File: src/rtl/stream_mux_rr.sv
// N-channel valid/ready stream multiplexer with a single registered output entry.
// Channel choice is either an explicit select or round-robin arbitration.
module stream_mux_rr #(
  parameter int unsigned N     = 4,
  parameter int unsigned WIDTH = 8,
  parameter int unsigned SELW  = (N > 1) ? $clog2(N) : 1
) (
  input  logic               clk,
  input  logic               rst_n,
  input  logic [N*WIDTH-1:0] in_data,
  input  logic [N-1:0]       in_valid,
  output logic [N-1:0]       in_ready,
  input  logic               mode,
  input  logic [SELW-1:0]    sel,
  output logic [WIDTH-1:0]   out_data,
  output logic [SELW-1:0]    out_chan,
  output logic               out_valid,
  input  logic               out_ready
);

  localparam int unsigned PW = SELW + 1;

  logic             out_valid_q, out_valid_d;
  logic [WIDTH-1:0] out_data_q, out_data_d;
  logic [SELW-1:0]  out_chan_q, out_chan_d;
  logic [SELW-1:0]  rr_ptr_q, rr_ptr_d;

  logic             load_en;
  logic             sel_valid;
  logic [2*N-1:0]   rr_rot;
  logic [SELW-1:0]  rr_off;
  logic [PW-1:0]    rr_sum;
  logic [SELW-1:0]  rr_grant;
  logic [SELW-1:0]  grant;
  logic             grant_valid;
  logic [WIDTH-1:0] grant_data;
  logic             xfer;

  // Grant selection for both modes; a rotated valid vector finds the first requester from rr_ptr.
  always_comb begin
    load_en   = !out_valid_q || out_ready;
    sel_valid = 1'b0;
    for (int i = 0; i < int'(N); i++) begin
      if (sel == SELW'(i)) sel_valid = in_valid[i];
    end
    rr_rot = {in_valid, in_valid} >> rr_ptr_q;
    rr_off = '0;
    for (int k = int'(N) - 1; k >= 0; k--) begin
      if (rr_rot[k]) rr_off = SELW'(k);
    end
    rr_sum = PW'(rr_ptr_q) + PW'(rr_off);
    if (rr_sum >= PW'(N)) rr_sum = rr_sum - PW'(N);
    rr_grant    = rr_sum[SELW-1:0];
    grant       = mode ? rr_grant : sel;
    grant_valid = mode ? (|in_valid) : sel_valid;
    grant_data  = '0;
    for (int i = 0; i < int'(N); i++) begin
      if (grant == SELW'(i)) grant_data = in_data[i*WIDTH +: WIDTH];
    end
    for (int i = 0; i < int'(N); i++) begin
      in_ready[i] = rst_n && load_en && grant_valid && (grant == SELW'(i));
    end
    xfer = load_en && grant_valid;
  end

  // Next-state for the output entry and the round-robin pointer.
  always_comb begin
    out_valid_d = out_valid_q;
    out_data_d  = out_data_q;
    out_chan_d  = out_chan_q;
    rr_ptr_d    = rr_ptr_q;
    if (xfer) begin
      out_valid_d = 1'b1;
      out_data_d  = grant_data;
      out_chan_d  = grant;
      if (mode) rr_ptr_d = (grant == SELW'(N - 1)) ? '0 : grant + SELW'(1);
    end else if (out_ready) begin
      out_valid_d = 1'b0;
    end
  end

  always_ff @(posedge clk or negedge rst_n) begin
    if (!rst_n) begin
      out_valid_q <= 1'b0;
      out_data_q  <= '0;
      out_chan_q  <= '0;
      rr_ptr_q    <= '0;
    end else begin
      out_valid_q <= out_valid_d;
      out_data_q  <= out_data_d;
      out_chan_q  <= out_chan_d;
      rr_ptr_q    <= rr_ptr_d;
    end
  end

  assign out_valid = out_valid_q;
  assign out_data  = out_data_q;
  assign out_chan  = out_chan_q;

endmodule

File: config.mk
export PLATFORM = sky130hd
export DESIGN_NAME = stream_mux_rr
export DESIGN_NICKNAME = d
export VERILOG_FILES = /design/src/rtl/stream_mux_rr.sv
export SDC_FILE = /design/constraint.sdc
export NUM_CORES = 1
export LEC_CHECK = 0
export ABC_AREA = 1
export BUFFER_PORTS_ARGS = -buffer_cell sky130_fd_sc_hd__buf_4
export CAP_MARGIN = 5
export CORE_UTILIZATION = 44
export CTS_CLUSTER_SIZE = 20
export DETAILED_ROUTE_END_ITERATION = 12
export HOLD_SLACK_MARGIN = 0.15
export PLACE_DENSITY = 0.76
export SYNTH_ARGS = -nofsm -noshare
export SYNTH_HDL_FRONTEND = slang
export SYNTH_SLANG_ARGS = --single-unit
File: constraint.sdc
create_clock -name clk -period 3.6 [get_ports clk]
set_input_delay 0.54 -clock clk [delete_from_list [all_inputs] [get_ports clk]]
set_output_delay 0.54 -clock clk [all_outputs]
set_load 0.05 [all_outputs]
==> run summary, run 1 <==
fmax -> 295 MHz
skew final -> 0.00461 ns
Post-synth ARST share -> 1.00
TritonRoute pass-1 iters -> 4
count of state elements after synthesis -> 13
status -> completed
ys flop type -> dfrtp_1
mean post-synth cell area -> 6.79 um^2
row count -> 17
share of the synthesized area in the top cell type -> 0.309
Starting DRT DRC Count -> 34
fin area -> 1570 um^2
worst slack, placed -> 0.340 ns
Ys Warns -> 0
setup slack after layout -> 0.214 ns
CP Max Fanout -> 6
Final Cycle Share -> 0.940
post-synthesis sequential area ratio -> 0.309
post-synth cell types -> 27
RSZ-0062 raised after global routing -> true
Slew @ Worst Pin -> 0.354 ns
Worst-path clk slew -> 0.08 ns
CTS H-tree depth -> 1
R2R cell count -> 18
most numerous cell in the Yosys netlist -> nand2_1
DP Area -> 1500 um^2
Worst setup EP type -> output port
CP Class -> reg2out
Area Overhead vs Synth -> 48.9%
die area -> 2590 um^2
Cell Area, Synth -> 1050 um^2
Post-synth top cells -> nand2_1 (51), nor2_1 (14), dfrtp_1 (13), nand3_1 (11), inv_1 (10)
gr ovfl total -> 0
Post-Syn Instances -> 155
max cap viols -> 0
Worst Path Arrival -> 2.85 ns
Core Area -> 2230 um^2
Vias/cell -> 5.28
Fin. Hold Viols -> 0
Worst slew margin -> 0.764
final worst path period need -> 3.39 ns
FF-to-FF setup slack -> 0.66 ns
Starting Density -> 0.471
CTS buffer count -> 3
clock sinks -> 13
Mapped Nets -> 202
CTS tree -> built
DRC Markers -> 0
Required @ worst endpoint -> 3.06 ns
Clk Tree Root Cell -> clkbuf_4
worst hold-check path type -> reg2reg
post-DR wirelength/cell -> 11.4 um
Die Height -> 50.9 um
Worst Hold Depth -> 2
Fin Setup TNS -> 0 ns
P_leak -> 0.810 nW
Die X-Extent -> 50.9 um
Detail Route Antenna Nets -> 0
DRT Wirelength -> 2780 um
IO buf count -> 56
initial antenna violation count -> 0
Startpoint Class -> register
share of layout cells above drive strength 1 -> 0.370
nets -> 264
vias in the first global route -> 1,123
Longest Clk Path Bufs -> 2
GPL Wtd Cong -> 0.785
post-DP HPWL -> 2320 um
Vias -> 1,289
number of synthesized flops with an enable pin -> 0
All-Layer GR Usage -> 0.227
Slew Limit Fails -> 0
leading area contributor after synthesis -> dfrtp_1
largest cells by area after synthesis -> dfrtp_1 (31%), nand2_1 (18%), o211ai_1 (6.4%)
I/O pin count -> 57
first-pass GRT wire length -> 4550 um
pwr dens -> 879 nW/um^2
number of diodes -> 0
setup violators final -> 0
pin count of the biggest net entering global routing -> 20
worst IR drop on VDD -> 0.000568 V
clk_lat worst skew -> 0.27 ns
## routing by layer
layer | vias to the layer above | track usage | share of wire
met2 | 78 | 0.417 | 0.49
li1 | 638 | - | -
met4 | 0 | 0.0694 | 0.0086
met3 | 2 | 0.0238 | 0.073
met1 | 571 | 0.275 | 0.43
met5 | - | 0 | 0
## path summary, 6_finish.rpt
check                                         from                 endpoint
min                        out_chan[1]$_DFFE_PN0P_  out_chan[1]$_DFFE_PN0P_
max                        rr_ptr_q[1]$_DFFE_PN0P_              in_ready[3]
max in group asynchronous                    rst_n  rr_ptr_q[0]$_DFFE_PN0P_
min in group asynchronous                    rst_n  out_chan[0]$_DFFE_PN0P_
min reg2reg                out_chan[1]$_DFFE_PN0P_  out_chan[1]$_DFFE_PN0P_
max reg2reg                rr_ptr_q[1]$_DFFE_PN0P_  out_data[5]$_DFFE_PN0P_
## what timing repair did
action,in CTS,in global routing
gates resized for setup,0,4
endpoints found under the hold margin,13,0
setup endpoints to repair,0,3
buffers inserted,0,2
hold buffers,1,0
## registers in the layout, indices dropped and copies added, names as in the netlist
signal and cells:
out_valid 1, rr_ptr_q 2, out_data 8, out_chan 2
## report_power, final
part / switching, mW / leakage (nW) / internal [mW] / total, mW
registers: 0.0534 / 0.149 / 0.217 / 0.271
clock network: 0.0461 / 0.0150 / 0.0428 / 0.0889
logic: 0.651 / 0.646 / 0.366 / 1.02
total: 0.751 / 0.810 / 0.626 / 1.38
## area by class of cell
class                      count  area [um^2]
inverter                      16         68.8
clock buffer                   4         26.3
fill                         188          667
multi-input combinational    122          649
timing repair buffer          61          460
tap                           28         35.0
sequential                    13          327
## cells in the final DEF, fill, tap and decap left out
cell,Yosys,routed
a21boi_0,1,1
a21oi_1,9,9
a21oi_2,1,1
a31oi_1,7,7
a31oi_2,1,1
buf_4,0,60
clkbuf_1,1,1
clkbuf_4,0,3
clkinv_1,2,1
clkinvlp_4,0,1
dfrtp_1,13,12
dfrtp_2,0,1
dlygate4sd3_1,0,1
ha_1,5,4
ha_4,0,1
inv_1,10,10
inv_2,3,3
inv_6,1,1
nand2_1,51,51
nand2_2,3,3
nand2_4,1,1
nand3_1,11,11
nand3_2,1,1
nor2_1,14,14
nor2_2,1,1
o211ai_1,9,9
o21ai_0,2,2
o21ai_1,2,2
o21ai_2,1,1
or2_2,1,1
xor2_1,1,1
## critical path: stages (launching register included)
cell and delay, ns:
dfrtp_1 0.45, inv_1 0.18, nand3_1 0.10, nand2_1 0.09
nand3_1 0.06, a21boi_0 0.18, ha_1 0.20, xor2_1 0.19
inv_1 0.07, nand2_1 0.07, nand2_1 0.06, nand2_2 0.07
nand2_2 0.06, inv_1 0.11, ha_1 0.23, clkinvlp_4 0.14
nor2_1 0.11, buf_4 0.20
## cell families after synthesis
group / synth area share
AOI/OAI and AO/OA: 0.203
xor gates and xnor gates: 0.00832
adders and majority gates: 0.0595
buffers and inverters: 0.0856
DFF: 0.309
and+or+nand+nor: 0.334
## through the flow
step,power (mW),hold WS [ns],cells,util
after CTS,1.34,0.498,242,0.687
after floorplan,0.969,0.244,155,-
after detailed placement,1.25,0.398,237,0.671
after global routing,1.49,0.520,244,0.701
after global placement,1.22,0.394,237,0.671
final,1.38,0.494,244,0.701
(Power assumes the default switching activity.)
==> run 2, diff against run 1 <==
Clock period 3.6 ns to 3.23 ns, I/O delays scaled along.
==> run summary, run 2 (synthesized netlist as in run 1, its figures left out) <==
GPL Wtd Cong -> 0.779 (was 0.785)
Final Cycle Share -> 0.946
worst r2r src -> rr_ptr_q[0]$_DFFE_PN0P_ (was rr_ptr_q[1]$_DFFE_PN0P_)
TritonRoute pass-1 iters -> 4 (unchanged)
final std cells w/o fill -> 245 (was 244)
CTS buffer count -> 3 (unchanged)
clock share of power -> 0.065 (about the same)
Worst Path Arrival -> 2.57 ns (was 2.85 ns)
Longest Clk Path Bufs -> 2 (unchanged)
commonest non-fill, non-tap cell in the layout -> buf_4 (unchanged)
clock sinks -> 13 (unchanged)
post-DP HPWL -> 2290 um (was 2320 um)
crit path launch -> rr_ptr_q[0]$_DFFE_PN0P_ (was rr_ptr_q[1]$_DFFE_PN0P_)
Net Switching -> 0.862 mW (was 0.751 mW)
Detail Route Antenna Nets -> 0 (unchanged)
number of diodes -> 0 (unchanged)
max cap viols -> 0 (unchanged)
IO buf count -> 56 (unchanged)
die area -> 2590 um^2 (unchanged)
vias in the first global route -> 1,106 (was 1,123)
RR Endpoint -> out_data[4]$_DFFE_PN0P_ (was out_data[5]$_DFFE_PN0P_)
R2R cell count -> 16 (was 18)
final core occ -> 0.720 (was 0.701)
skew final -> 0.00120 ns (was 0.00461 ns)
Slew Limit Fails -> 0 (unchanged)
Worst-path clk slew -> 0.08 ns (about the same)
setup violators final -> 0 (unchanged)
fin area -> 1610 um^2 (was 1570 um^2)
Starting Density -> 0.471 (unchanged)
share of layout cells above drive strength 1 -> 0.415 (was 0.370)
end of the critical path -> in_ready[2] (was in_ready[3])
Flop pwr share -> 0.193 (was 0.197)
pin count of the biggest net entering global routing -> 20 (unchanged)
Required @ worst endpoint -> 2.75 ns (was 3.06 ns)
Worst slew margin -> 0.634 (was 0.764)
DP Area -> 1520 um^2 (was 1500 um^2)
gr ovfl total -> 0 (unchanged)
Starting DRT DRC Count -> 36 (was 34)
Area Overhead vs Synth -> 52.8% (was 48.9%)
# placed instances -> 239 (was 237)
Die X-Extent -> 50.9 um (unchanged)
status -> completed (unchanged)
Worst setup EP type -> output port (unchanged)
Startpoint Class -> register (unchanged)
Fin Setup TNS -> 0 ns (unchanged)
FF-to-FF setup slack -> 0.53 ns (was 0.66 ns)
nets -> 265 (was 264)
CTS tree -> built (unchanged)
clk_lat worst skew -> 0.28 ns (was 0.27 ns)
DRT Wirelength -> 2870 um (was 2780 um)
P_leak -> 0.812 nW (was 0.810 nW)
post-DR wirelength/cell -> 11.7 um (was 11.4 um)
All-Layer GR Usage -> 0.226 (was 0.227)
fmax -> 327 MHz
initial antenna violation count -> 0 (unchanged)
max reg flops -> 8 (unchanged)
pwr dens -> 985 nW/um^2 (was 879 nW/um^2)
Sw Ratio -> 0.544 (was 0.545)
Clk Tree Root Cell -> clkbuf_4 (unchanged)
DRC Markers -> 0 (unchanged)
Core Area -> 2230 um^2 (unchanged)
first-pass GRT wire length -> 4470 um (was 4550 um)
worst hold-check path type -> in2reg (was reg2reg)
Vias/cell -> 5.14 (was 5.28)
Slew @ Worst Pin -> 0.543 ns (was 0.354 ns)
commonest cells after routing, fill and taps aside -> buf_4 (59), nand2_1 (51), nor2_1 (12), nand3_1 (11), dfrtp_1 (11) (was buf_4 (60), nand2_1 (51), nor2_1 (14), dfrtp_1 (12), nand3_1 (11))
Die Height -> 50.9 um (unchanged)
CTS H-tree depth -> 1 (unchanged)
CP Max Fanout -> 7 (was 6)
row count -> 17 (unchanged)
worst IR drop on VDD -> 0.000671 V (was 0.000568 V)
Fin. Hold Viols -> 0 (unchanged)
overall power -> 1.58 mW (was 1.38 mW)
final worst path period need -> 3.05 ns
Vias -> 1,260 (was 1,289)
cell-internal power -> 0.722 mW (was 0.626 mW)
CP Class -> reg2out (unchanged)
combinational power share -> 0.742 (was 0.739)
I/O pin count -> 57 (unchanged)
==> run 2: cell count changes in the layout (fill, tap and decap cells not counted), sizes merged <==
| cell | delta |
|---|---|
| buf | +1 |
| clkinv | +1 |
| clkinvlp | -1 |
==> run 2: layout make-up <==
type	instances	area, um^2
Tap cell	28	35.0
Sequential cell	13	328
Fill cell	187	626
Timing Repair Buffer	62	475
Multi-Input combinational cell	122	678
Clock buffer	4	26.3
Inverter	16	65.1
==> run 2: metrics by stage <==
stage	hold WS, ns	setup WS [ns]
floorplan	0.189	0.0628
global placement	0.339	0.312
detailed placement	0.339	0.249
CTS	0.470	0.00905
global route	0.462	-0.0406
finish	0.466	0.176
==> run 2: worst min-delay path by stage <==
stage           startpoint                 endpoint  slack [ns]  cells after the start
2_1_floorplan        rst_n  out_chan[0]$_DFFE_PN0P_        0.19                      0
3_3_place_gp         rst_n  out_data[4]$_DFFE_PN0P_        0.34                      1
3_5_place_dp         rst_n  out_data[4]$_DFFE_PN0P_        0.34                      1
4_1_cts        in_data[28]  out_data[4]$_DFFE_PN0P_        0.47                      3
5_1_grt        in_data[26]  out_data[2]$_DFFE_PN0P_        0.46                      3
6_report       in_data[25]  out_data[1]$_DFFE_PN0P_        0.47                      3
==> run 2: critical path, stage by stage (launching register included) <==
cell	delay, ns
dfrtp_2	0.46
inv_2	0.09
nand2_1	0.07
nand3_1	0.10
nand3_1	0.11
a21boi_2	0.13
ha_2	0.19
xor2_2	0.17
inv_1	0.06
nand2_1	0.06
nand2_1	0.06
nand2_2	0.10
nand2_4	0.07
inv_2	0.06
ha_2	0.18
clkinv_1	0.09
nor2_2	0.13
buf_6	0.16
==> run 2: what timing repair did <==
action                                  CTS  global route
endpoints found under the setup margin    0             4
hold endpoints to repair                 13             0
resized for setup                         0            15
hold buffers                              1             0
setup buffers                             0             1
==> run 2: power groups by stage <==
| stage | registers [mW] | logic [mW] | clock network, mW |
|---|---|---|---|
| after floorplan | 0.525 | 0.558 | 0 |
| after global placement | 0.298 | 1.09 | 0 |
| after detailed placement | 0.302 | 1.10 | 0 |
| after CTS | 0.299 | 1.11 | 0.103 |
| after global routing | 0.315 | 1.28 | 0.113 |
| final | 0.305 | 1.18 | 0.103 |
==> run 2: routing by layer <==
metal | global-route usage | wire, um | vias up
met5 | 0 | 0 | -
met4 | 0.0556 | 25 | 0
met3 | 0.0387 | 203 | 4
met2 | 0.410 | 1420 | 64
met1 | 0.272 | 1220 | 553
li1 | - | - | 639
==> run 3, diff against run 2 <==
Settings changed: CORE_ASPECT_RATIO set to 0.75.
==> run summary, run 3 (synthesized netlist as in run 1, its figures left out) <==
CTS tree -> built (unchanged)
row count -> 14 (was 17)
number of diodes -> 0 (unchanged)
combinational power share -> 0.752 (was 0.742)
R2R cell count -> 17 (was 16)
CP Class -> reg2out (unchanged)
crit path launch -> rr_ptr_q[0]$_DFFE_PN0P_ (unchanged)
gr ovfl total -> 0 (unchanged)
setup slack after layout -> 0.140 ns (was 0.176 ns)
Startpoint Class -> register (unchanged)
post-DR wirelength/cell -> 12.4 um (was 11.7 um)
vias in the first global route -> 1,157 (was 1,106)
Worst Path Arrival -> 2.61 ns (was 2.57 ns)
Worst slew margin -> 0.659 (was 0.634)
skew final -> 0.00378 ns (was 0.00120 ns)
final worst path period need -> 3.09 ns (was 3.05 ns)
DRT Wirelength -> 3100 um (was 2870 um)
Clk Tree Root Cell -> clkbuf_4 (unchanged)
clock share of power -> 0.060 (was 0.065)
first-pass GRT wire length -> 4730 um (was 4470 um)
Vias/cell -> 5.01 (was 5.14)
Die X-Extent -> 58.5 um (was 50.9 um)
I/O pin count -> 57 (unchanged)
Vias -> 1,257 (was 1,260)
pwr dens -> 998 nW/um^2 (was 985 nW/um^2)
Slew Limit Fails -> 0 (unchanged)
worst r2r src -> rr_ptr_q[0]$_DFFE_PN0P_ (unchanged)
status -> completed (unchanged)
nets -> 267 (was 265)
Sw Ratio -> 0.546 (was 0.544)
worst slack, placed -> 0.217 ns (was 0.249 ns)
Detail Route Antenna Nets -> 0 (unchanged)
Core Area -> 2120 um^2 (was 2230 um^2)
All-Layer GR Usage -> 0.242 (was 0.226)
FF+latch area -> 328 um^2 (unchanged)
CTS H-tree depth -> 1 (unchanged)
setup violators final -> 0 (unchanged)
die area -> 2590 um^2 (about the same)
initial antenna violation count -> 0 (unchanged)
max reg flops -> 8 (unchanged)
Flop pwr share -> 0.188 (was 0.193)
Net Switching -> 0.877 mW (was 0.862 mW)
clock sinks -> 13 (unchanged)
clk_lat worst skew -> 0.27 ns (was 0.28 ns)
fmax -> 324 MHz (was 327 MHz)
commonest cells after routing, fill and taps aside -> buf_4 (61), nand2_1 (51), nor2_1 (12), nand3_1 (11), dfrtp_1 (11) (was buf_4 (59), nand2_1 (51), nor2_1 (12), nand3_1 (11), dfrtp_1 (11))
Longest Clk Path Bufs -> 2 (unchanged)
DRC Markers -> 0 (unchanged)
post-DP HPWL -> 2450 um (was 2290 um)
Die Height -> 44.4 um (was 50.9 um)
end of the critical path -> in_ready[1] (was in_ready[2])
Starting Density -> 0.496 (was 0.471)
GPL Wtd Cong -> 0.766 (was 0.779)
Final Cycle Share -> 0.957 (was 0.946)
Multi-input gate area -> 659 um^2 (was 678 um^2)
FF-to-FF setup slack -> 0.50 ns (was 0.53 ns)
Fin. Hold Viols -> 0 (unchanged)
IO buf count -> 56 (unchanged)
number of fillers in the final layout -> 182 (was 187)
Worst setup EP type -> output port (unchanged)
worst IR drop on VDD -> 0.000499 V (was 0.000671 V)
final core occ -> 0.759 (was 0.720)
CP Max Fanout -> 10 (was 7)
Starting DRT DRC Count -> 72 (was 36)
CTS buffer count -> 3 (unchanged)
commonest non-fill, non-tap cell in the layout -> buf_4 (unchanged)
Worst-path clk slew -> 0.07 ns (was 0.08 ns)
pin count of the biggest net entering global routing -> 20 (unchanged)
cell-internal power -> 0.729 mW (was 0.722 mW)
P_leak -> 0.823 nW (was 0.812 nW)
RR Endpoint -> out_data[1]$_DFFE_PN0P_ (was out_data[4]$_DFFE_PN0P_)
TritonRoute pass-1 iters -> 4 (unchanged)
worst hold-check path type -> in2reg (unchanged)
Slew @ Worst Pin -> 0.507 ns (was 0.543 ns)
share of layout cells above drive strength 1 -> 0.420 (was 0.415)
Area Overhead vs Synth -> 52.9% (was 52.8%)
Required @ worst endpoint -> 2.75 ns (about the same)
Fin Setup TNS -> 0 ns (unchanged)
max cap viols -> 0 (unchanged)
run 3: changes by cell type in the layout (fill, tap and decap cells not counted), sizes merged:
cell	delta
clkinv	-2
inv	+2
buf	+2
run 3: layout make-up:
type / instances / area share
flip-flops and latches: 13 / 0.204
well taps: 32 / 0.0249
repair buffers: 64 / 0.305
multi-input cells: 122 / 0.410
inverters: 16 / 0.0404
clock buffers: 4 / 0.0163
run 3: power by group through the flow:
stage                     Clock, mW  Sequential (mW)  Combinational (mW)
after CTS                    0.0990            0.303                1.13
final                        0.0967            0.302                1.21
after global placement            0            0.301                1.09
after floorplan                   0            0.525               0.558
after detailed placement          0            0.305                1.12
after global routing          0.106            0.310                1.30
run 3: worst min-delay path by stage:
stage	start	end	slack, ns	depth (start not counted)
2_1_floorplan	rst_n	out_chan[0]$_DFFE_PN0P_	0.19	0
3_3_place_gp	rst_n	out_chan[0]$_DFFE_PN0P_	0.33	1
3_5_place_dp	rst_n	out_data[4]$_DFFE_PN0P_	0.34	1
4_1_cts	in_data[31]	out_data[7]$_DFFE_PN0P_	0.47	3
5_1_grt	in_data[31]	out_data[7]$_DFFE_PN0P_	0.48	3
6_report	in_data[31]	out_data[7]$_DFFE_PN0P_	0.48	3
run 3: worst max-delay path, stage by stage (launching register included):
cell,delay (ns)
dfrtp_2,0.43
inv_2,0.07
nand2_1,0.10
nand3_1,0.08
nand2_1,0.08
nand3_1,0.07
a21boi_1,0.16
ha_2,0.22
xor2_2,0.15
nand3_1,0.10
nand2_1,0.09
nand2_2,0.06
nand2_2,0.08
ha_2,0.29
inv_1,0.06
nor2_1,0.10
buf_4,0.20
run 3: stage by stage:
| stage | total power, mW | area [um^2] | cells | hold slack (ns) |
|---|---|---|---|---|
| final | 1.61 | 1610 | 251 | 0.477 |
| after global routing | 1.72 | 1610 | 251 | 0.476 |
| after CTS | 1.53 | 1560 | 248 | 0.474 |
| after detailed placement | 1.43 | 1520 | 243 | 0.336 |
| after global placement | 1.39 | 1520 | 243 | 0.333 |
| after floorplan | 1.08 | 1060 | 155 | 0.189 |
run 3: routing by layer:
layer	vias to the layer above	routed length (um)	global-route usage
li1	637	-	-
met1	544	1280	0.324
met2	71	1500	0.416
met3	5	284	0.0205
met4	0	40	0.0857
met5	-	0	0
run 3: timing repair:
action | CTS | global route
gates resized for setup | 1 | 12
endpoints found under the hold margin | 13 | 0
hold buffers | 1 | 0
setup buffers | 0 | 3
pin swaps | 0 | 3
cloned | 0 | 0
setup endpoints to repair | 1 | 4
